<file path="src/rtl/shot_resolver.sv">
// Gun cursor register/draw, trigger debounce with ammunition, and a sequential
// hit-scan FSM over N_TARGETS duck boxes. Define SHOT_RESOLVER_CROSSHAIR_EN for an outlined crosshair cursor.
module shot_resolver #(
  parameter int          N_TARGETS       = 2,
  parameter int          HALF_SIZE       = 32,
  parameter int          HIT_RADIUS      = 32,
  parameter int          CURSOR_SIZE     = 6,
  parameter int          SHOTS_PER_ROUND = 3,
  parameter logic [2:0]  PLAY_STATE      = 3'b010,
  parameter int          X_MAX           = 639,
  parameter int          Y_MAX           = 479
) (
  input  logic                                   Clk,
  input  logic                                   Reset_n,
  input  logic                                   frame_clk,
  input  logic                                   shot,
  input  logic                                   reload,
  input  logic [2:0]                             state,
  input  logic [9:0]                             x,
  input  logic [9:0]                             y,
  input  logic [20*N_TARGETS-1:0]                duck_xy,
  input  logic [N_TARGETS-1:0]                   duck_alive,
  input  logic [9:0]                             DrawX,
  input  logic [9:0]                             DrawY,
  output logic [N_TARGETS-1:0]                   hit_vec,
  output logic                                   miss,
  output logic [$clog2(SHOTS_PER_ROUND+1)-1:0]   shots_left,
  output logic                                   no_shots_left,
  output logic                                   busy,
  output logic                                   is_cursor
);

  localparam int SL_W  = $clog2(SHOTS_PER_ROUND + 1);
  localparam int IDX_W = (N_TARGETS > 1) ? $clog2(N_TARGETS) : 1;

  localparam logic [SL_W-1:0]    SHOTS_FULL = SL_W'(SHOTS_PER_ROUND);
  localparam logic [IDX_W-1:0]   IDX_LAST   = IDX_W'(N_TARGETS - 1);
  localparam logic [9:0]         X_LIM      = 10'(X_MAX);
  localparam logic [9:0]         Y_LIM      = 10'(Y_MAX);
  localparam logic signed [11:0] HALF_12    = 12'(HALF_SIZE);
  localparam logic signed [11:0] HIT_12     = 12'(HIT_RADIUS);
  localparam logic signed [22:0] R_OUT      = 23'(CURSOR_SIZE * CURSOR_SIZE);

  typedef enum logic [1:0] {
    S_IDLE,
    S_SNAP,
    S_SCAN,
    S_REPORT
  } fsm_e;

  fsm_e                   fsm_q, fsm_d;
  logic                   shot_q;
  logic                   frame_q;
  logic                   frame_rise_q, frame_rise_d;
  logic [9:0]             cur_x_q, cur_x_d;
  logic [9:0]             cur_y_q, cur_y_d;
  logic [SL_W-1:0]        shots_q, shots_d;
  logic                   pending_q, pending_d;
  logic [IDX_W-1:0]       idx_q, idx_d;
  logic [N_TARGETS-1:0]   acc_q, acc_d;
  logic [9:0]             snap_x_q, snap_x_d;
  logic [9:0]             snap_y_q, snap_y_d;
  logic [20*N_TARGETS-1:0] snap_duck_q, snap_duck_d;
  logic [N_TARGETS-1:0]   snap_alive_q, snap_alive_d;

  logic                   shot_edge;
  logic                   in_play;
  logic                   fire_ok;
  logic [19:0]            sel_duck;
  logic signed [11:0]     tdx, tdy, adx, ady;
  logic                   target_hit;

  // Edge detection, cursor capture and ammunition bookkeeping.
  always_comb begin
    // NOTE: every always_comb output gets a default first so no path infers a latch.
    shot_edge    = shot & ~shot_q;
    frame_rise_d = frame_clk & ~frame_q;
    in_play      = (state == PLAY_STATE);
    fire_ok      = shot_edge & in_play & (shots_q != '0) & (fsm_q == S_IDLE);

    cur_x_d = cur_x_q;
    cur_y_d = cur_y_q;
    if (frame_rise_q) begin
      cur_x_d = (x > X_LIM) ? X_LIM : x;
      cur_y_d = (y > Y_LIM) ? Y_LIM : y;
    end

    shots_d   = shots_q;
    pending_d = pending_q;
    if (reload) begin
      // Reload discards any coincident trigger edge.
      shots_d   = SHOTS_FULL;
      pending_d = 1'b0;
    end else begin
      if (fire_ok) begin
        shots_d   = shots_q - SL_W'(1);
        pending_d = 1'b1;
      end
      if (!in_play || fsm_q == S_SNAP) pending_d = 1'b0;
    end
  end

  // Box test for the target currently addressed by the scan index.
  always_comb begin
    sel_duck   = snap_duck_q[20*idx_q +: 20];
    tdx        = $signed({2'b00, sel_duck[9:0]})  + HALF_12 - $signed({2'b00, snap_x_q});
    tdy        = $signed({2'b00, sel_duck[19:10]}) + HALF_12 - $signed({2'b00, snap_y_q});
    adx        = tdx[11] ? -tdx : tdx;
    ady        = tdy[11] ? -tdy : tdy;
    target_hit = snap_alive_q[idx_q] && (adx <= HIT_12) && (ady <= HIT_12);
  end

  always_comb begin
    fsm_d        = fsm_q;
    idx_d        = idx_q;
    acc_d        = acc_q;
    snap_x_d     = snap_x_q;
    snap_y_d     = snap_y_q;
    snap_duck_d  = snap_duck_q;
    snap_alive_d = snap_alive_q;
    unique case (fsm_q)
      S_IDLE: begin
        if (frame_rise_q && pending_q && in_play) fsm_d = S_SNAP;
      end
      S_SNAP: begin
        snap_x_d     = cur_x_q;
        snap_y_d     = cur_y_q;
        snap_duck_d  = duck_xy;
        snap_alive_d = duck_alive;
        idx_d        = '0;
        acc_d        = '0;
        fsm_d        = S_SCAN;
      end
      S_SCAN: begin
        acc_d[idx_q] = target_hit;
        if (idx_q == IDX_LAST) fsm_d = S_REPORT;
        else                   idx_d = idx_q + IDX_W'(1);
      end
      S_REPORT: fsm_d = S_IDLE;
      default:  fsm_d = S_IDLE;
    endcase
  end

  always_ff @(posedge Clk or negedge Reset_n) begin
    if (!Reset_n) begin
      fsm_q        <= S_IDLE;
      shot_q       <= 1'b0;
      frame_q      <= 1'b0;
      frame_rise_q <= 1'b0;
      cur_x_q      <= 10'd320;
      cur_y_q      <= 10'd240;
      shots_q      <= SHOTS_FULL;
      pending_q    <= 1'b0;
      idx_q        <= '0;
      acc_q        <= '0;
      snap_x_q     <= '0;
      snap_y_q     <= '0;
      snap_duck_q  <= '0;
      snap_alive_q <= '0;
    end else begin
      // NOTE: non-blocking assignments keep every flop sampling pre-edge values.
      fsm_q        <= fsm_d;
      shot_q       <= shot;
      frame_q      <= frame_clk;
      frame_rise_q <= frame_rise_d;
      cur_x_q      <= cur_x_d;
      cur_y_q      <= cur_y_d;
      shots_q      <= shots_d;
      pending_q    <= pending_d;
      idx_q        <= idx_d;
      acc_q        <= acc_d;
      snap_x_q     <= snap_x_d;
      snap_y_q     <= snap_y_d;
      snap_duck_q  <= snap_duck_d;
      snap_alive_q <= snap_alive_d;
    end
  end

  assign hit_vec       = (fsm_q == S_REPORT) ? acc_q : '0;
  assign miss          = (fsm_q == S_REPORT) && (acc_q == '0);
  assign busy          = (fsm_q != S_IDLE);
  assign shots_left    = shots_q;
  assign no_shots_left = (shots_q == '0);

  logic signed [10:0] ddx, ddy;
  logic signed [22:0] ddx_w, ddy_w, r2;

  always_comb begin
    ddx   = $signed({1'b0, DrawX}) - $signed({1'b0, cur_x_q});
    ddy   = $signed({1'b0, DrawY}) - $signed({1'b0, cur_y_q});
    ddx_w = 23'(ddx);
    ddy_w = 23'(ddy);
    r2    = ddx_w * ddx_w + ddy_w * ddy_w;
  end

`ifdef SHOT_RESOLVER_CROSSHAIR_EN
  localparam logic signed [22:0] R_IN  = 23'((CURSOR_SIZE - 1) * (CURSOR_SIZE - 1));
  localparam logic signed [10:0] CS_11 = 11'(CURSOR_SIZE);
  logic on_ring, on_h, on_v;
  always_comb begin
    on_ring   = (r2 >= R_IN) && (r2 <= R_OUT);
    on_h      = (ddy == 11'sd0) && (ddx >= -CS_11) && (ddx <= CS_11);
    on_v      = (ddx == 11'sd0) && (ddy >= -CS_11) && (ddy <= CS_11);
    is_cursor = on_ring | on_h | on_v;
  end
`else
  assign is_cursor = (r2 <= R_OUT);
`endif

endmodule

</file>
<file path="config.mk">
export PLATFORM = sky130hd
export DESIGN_NAME = shot_resolver
export DESIGN_NICKNAME = d
export VERILOG_FILES = /design/src/rtl/shot_resolver.sv
export SDC_FILE = /design/constraint.sdc
export NUM_CORES = 1
export LEC_CHECK = 0
export BUFFER_PORTS_ARGS = -buffer_cell sky130_fd_sc_hd__buf_4
export CORE_MARGIN = 2
export CORE_UTILIZATION = 58
export DETAILED_ROUTE_END_ITERATION = 8
export GPL_TIMING_DRIVEN = 0
export PLACE_DENSITY = 0.8
export SKIP_CTS_REPAIR_TIMING = 1
export SYNTH_ARGS = -nofsm -noshare
export SYNTH_HDL_FRONTEND = slang
export SYNTH_SLANG_ARGS = --single-unit
export TNS_END_PERCENT = 100
</file>
<file path="constraint.sdc">
create_clock -name Clk -period 8.5 [get_ports Clk]
set_input_delay 0 -clock Clk [delete_from_list [all_inputs] [get_ports Clk]]
set_output_delay 0 -clock Clk [all_outputs]
set_load 0.03 [all_outputs]
</file>
==> implementation parameters <==
Parameter                              Value

Run status
  Result of the run    finished with violations
  Violated checks    setup timing

Hold path
  Hold Path Stages    3
  Classification of the worst-slack hold path    primary input to register
  Hold EP    cur_y_q[8]
  Worst hold start    y[8]

Global routing
  Number of antenna violations at the first check in global routing    0
  Number of global-route vias before repair    between 10k and 15k
  Wire length of the first global-routing pass    56.2 mm
  Overflow left after global routing    0
  Total routing usage reported by global routing    a little over a quarter
  Largest net degree at the start of global routing    94

Detailed routing
  DR pass1 iterations    8
  Detailed Route WL    between 40 and 50 mm
  Detailed-route via count    roughly 12k
  Via density    approximately 5.8
  Routed length per placed instance    just under 20 µm
  Count of unresolved DRC violations after routing    0
  Number of nets still failing antenna checks after routing    0
  Iter 0 DRT Violations    1277

Worst setup path
  Crit start category    register
  Highest fanout seen on the critical path    8
  R2R setup slack    ~3600 ps
  Worst path max stage delay    550 ps
  Data arrival time at the worst-slack endpoint    a little under 9000 ps
  Sort of element at the end of the critical path    primary output
  Required time reported for the critical path endpoint    8500 ps
  Worst R2R End    acc_q[1]
  Startpoint of the worst-slack reg-to-reg timing path    idx_q
  Worst reg-to-reg path cell count    15
  Cell at the slowest stage of the critical path    sky130_fd_sc_hd__fa_1
  Cell mode on critical path    sky130_fd_sc_hd__fa_1
  Worst setup path category    register to primary output

Clock network
  Clock latency on the worst-skew pair    between 300 and 400 ps
  Number of CTS-inserted buffers    9
  Root Buffer Master    sky130_fd_sc_hd__clkbuf_16
  Number of clock sinks seen by CTS    93
  Clock tree from TritonCTS    yes
  Maximum number of buffers from clock root to sink    2
  Htree depth    3
  Clock-pin slew reported for the worst setup and hold paths after clock tree synthesis    around 80 ps

Synthesis
  Number of synthesized flops with an enable pin    0
  Average size of a mapped cell    roughly 9.6 µm²
  Post-synth top area share    between 30 and 40%
  Net Count, Synth    2026
  Gate count after technology mapping    between 1.5k and 2k
  Post-synthesis cell area    about 15000 µm²
  Number of warnings printed during yosys synthesis    0
  Portion of the post-synthesis area used by sequential elements    15.8%
  Number of synthesized register bits    93
  Cell type with the largest total area after synthesis    sky130_fd_sc_hd__fa_1
  Count of unique library cells instantiated by Yosys    74
  Synth async-reset ratio    100%
  Main flop type after synthesis    sky130_fd_sc_hd__dfrtp_1
  Top area cells in the synthesized netlist    sky130_fd_sc_hd__fa_1 34%, sky130_fd_sc_hd__dfrtp_1 14%, sky130_fd_sc_hd__ha_1 13%, sky130_fd_sc_hd__inv_1 9.2%, sky130_fd_sc_hd__mux2_2 4.7%

Final layout
  Fraction of the core area covered by cells at the end of the flow    between 70% and 80%
  Share of post-route cells with drive strength above 1    19.7%
  Growth of design area from synthesis to finish    20.5%
  Leading cell type in the layout, fill and taps excluded    sky130_fd_sc_hd__inv_1
  Leading cell types in the layout, fill and taps excluded    350 x sky130_fd_sc_hd__inv_1, 239 x sky130_fd_sc_hd__fa_1, 146 x sky130_fd_sc_hd__buf_4
  Layout Nets    approximately 2.2k

STA
  Unrepaired setup endpoints after global routing    yes
  Final critical-path share of the clock period    105%
  Min Hold Slack    between 20 and 30 ps
  Final Max Tran Viols    0
  Worst rel slew slack    19.5%
  Hold violation total from the final report    0
  Smallest setup slack after layout    -416 ps
  Largest clock skew in the final design    around 7.6 ps
  Final setup TNS    -416 ps
  Final critical path time including I/O delays and setup    8920 ps
  Least-Margin Pin Slew    between 1000 and 1500 ps
  Final setup viols    1
  Fmax    112 MHz

Floorplan
  Die width    ~160 µm
  Die footprint    between 20000 and 30000 µm²
  Core ar.    25100 µm²
  Std-Cell Rows    58
  Starting utilization of the core area    58.9%
  Number of primary I/O pins    98
  Vertical die dimension    164 µm

Flow run
  Max-Cap Viols    0

Place
  Post-DP HPWL    roughly 29 mm
  Pre-CTS WS    -1240 ps
  IO buf count    between 90 and 100
  Final weighted congestion in routability-driven placement    about 0.94
## critical path: cells and delay by family (launching register included)
family                   cells  cell delay [ps]
buffers and inverters        7              750
adder cells (fa/ha/maj)      9             4070
flip-flops                   1              400
AO/OA/AOI/OAI               11             2370
AND/OR/NAND/NOR              4              930
## how the worst max path moves through the flow
stage                     startpoint   endpoint  depth (start not counted)
after global placement    cur_x_q[0]  is_cursor                         33
after global routing      cur_x_q[1]  is_cursor                         31
after floorplan           cur_x_q[0]  is_cursor                         32
after detailed placement  cur_x_q[0]  is_cursor                         33
final                     cur_x_q[1]  is_cursor                         31
after CTS                 cur_x_q[0]  is_cursor                         33
## synthesized netlist by cell type, drive strengths merged (26+ instances only)
master and number:
mux2 62, a21oi 37, nand3 26, clkbuf 31, o21ai 47, xnor2 33
dfrtp 85, nor2 89, fa 249, inv 370, ha 153, nand2 94
nor3 34
## cell type report
type | count | area (µm²)
plain buffers | 28 | 136
clock inverters | 7 | 103
clock buffers | 9 | 225
inverters | 374 | 1430
fillers | 1655 | 7280
repair buffers | 216 | 1800
diodes | 2 | 5.00
flip-flops and latches | 93 | 2340
well taps | 330 | 413
multi-input cells | 1032 | 11400
## per-layer routing
metal	global-route usage (%)	up-vias	part of all wire, %
met2	43.9	656	51
met3	4.87	168	8.0
li1	-	5311	-
met5	0	-	0
met1	35.9	6045	36
met4	9.29	0	4.5
## through the flow
stage,cell area (µm²),std cells
after CTS,16300,1977
after global placement,16000,1961
after global routing,17800,2089
after detailed placement,16000,1961
after floorplan,14800,1534
final,17800,2091
## state kept, by name, indices dropped and copies added (netlist names)
signal,count
cur_x_q,10
idx_q,1
snap_alive_q,2
fsm_q,2
snap_y_q,10
cur_y_q,10
acc_q,2
snap_x_q,10
frame_rise_q,1
shot_q,1
shots_left,2
pending_q,1
snap_duck_q,40
frame_q,1
## cells by family (layout without fill, tap and decap cells)
family	Yosys count	count (layout)	synth area share (%)
compound gates	184	184	8.42
xor+xnor	44	44	2.60
fa+ha+maj	402	402	46.6
buf+inv	409	634	10.4
flops	93	93	15.8
mux	76	76	5.67
other cells	0	2	0
simple gates	326	326	10.5
Power is not shown: default switching activity piles up to over one toggle a cycle in this logic, so the estimate is an artifact.
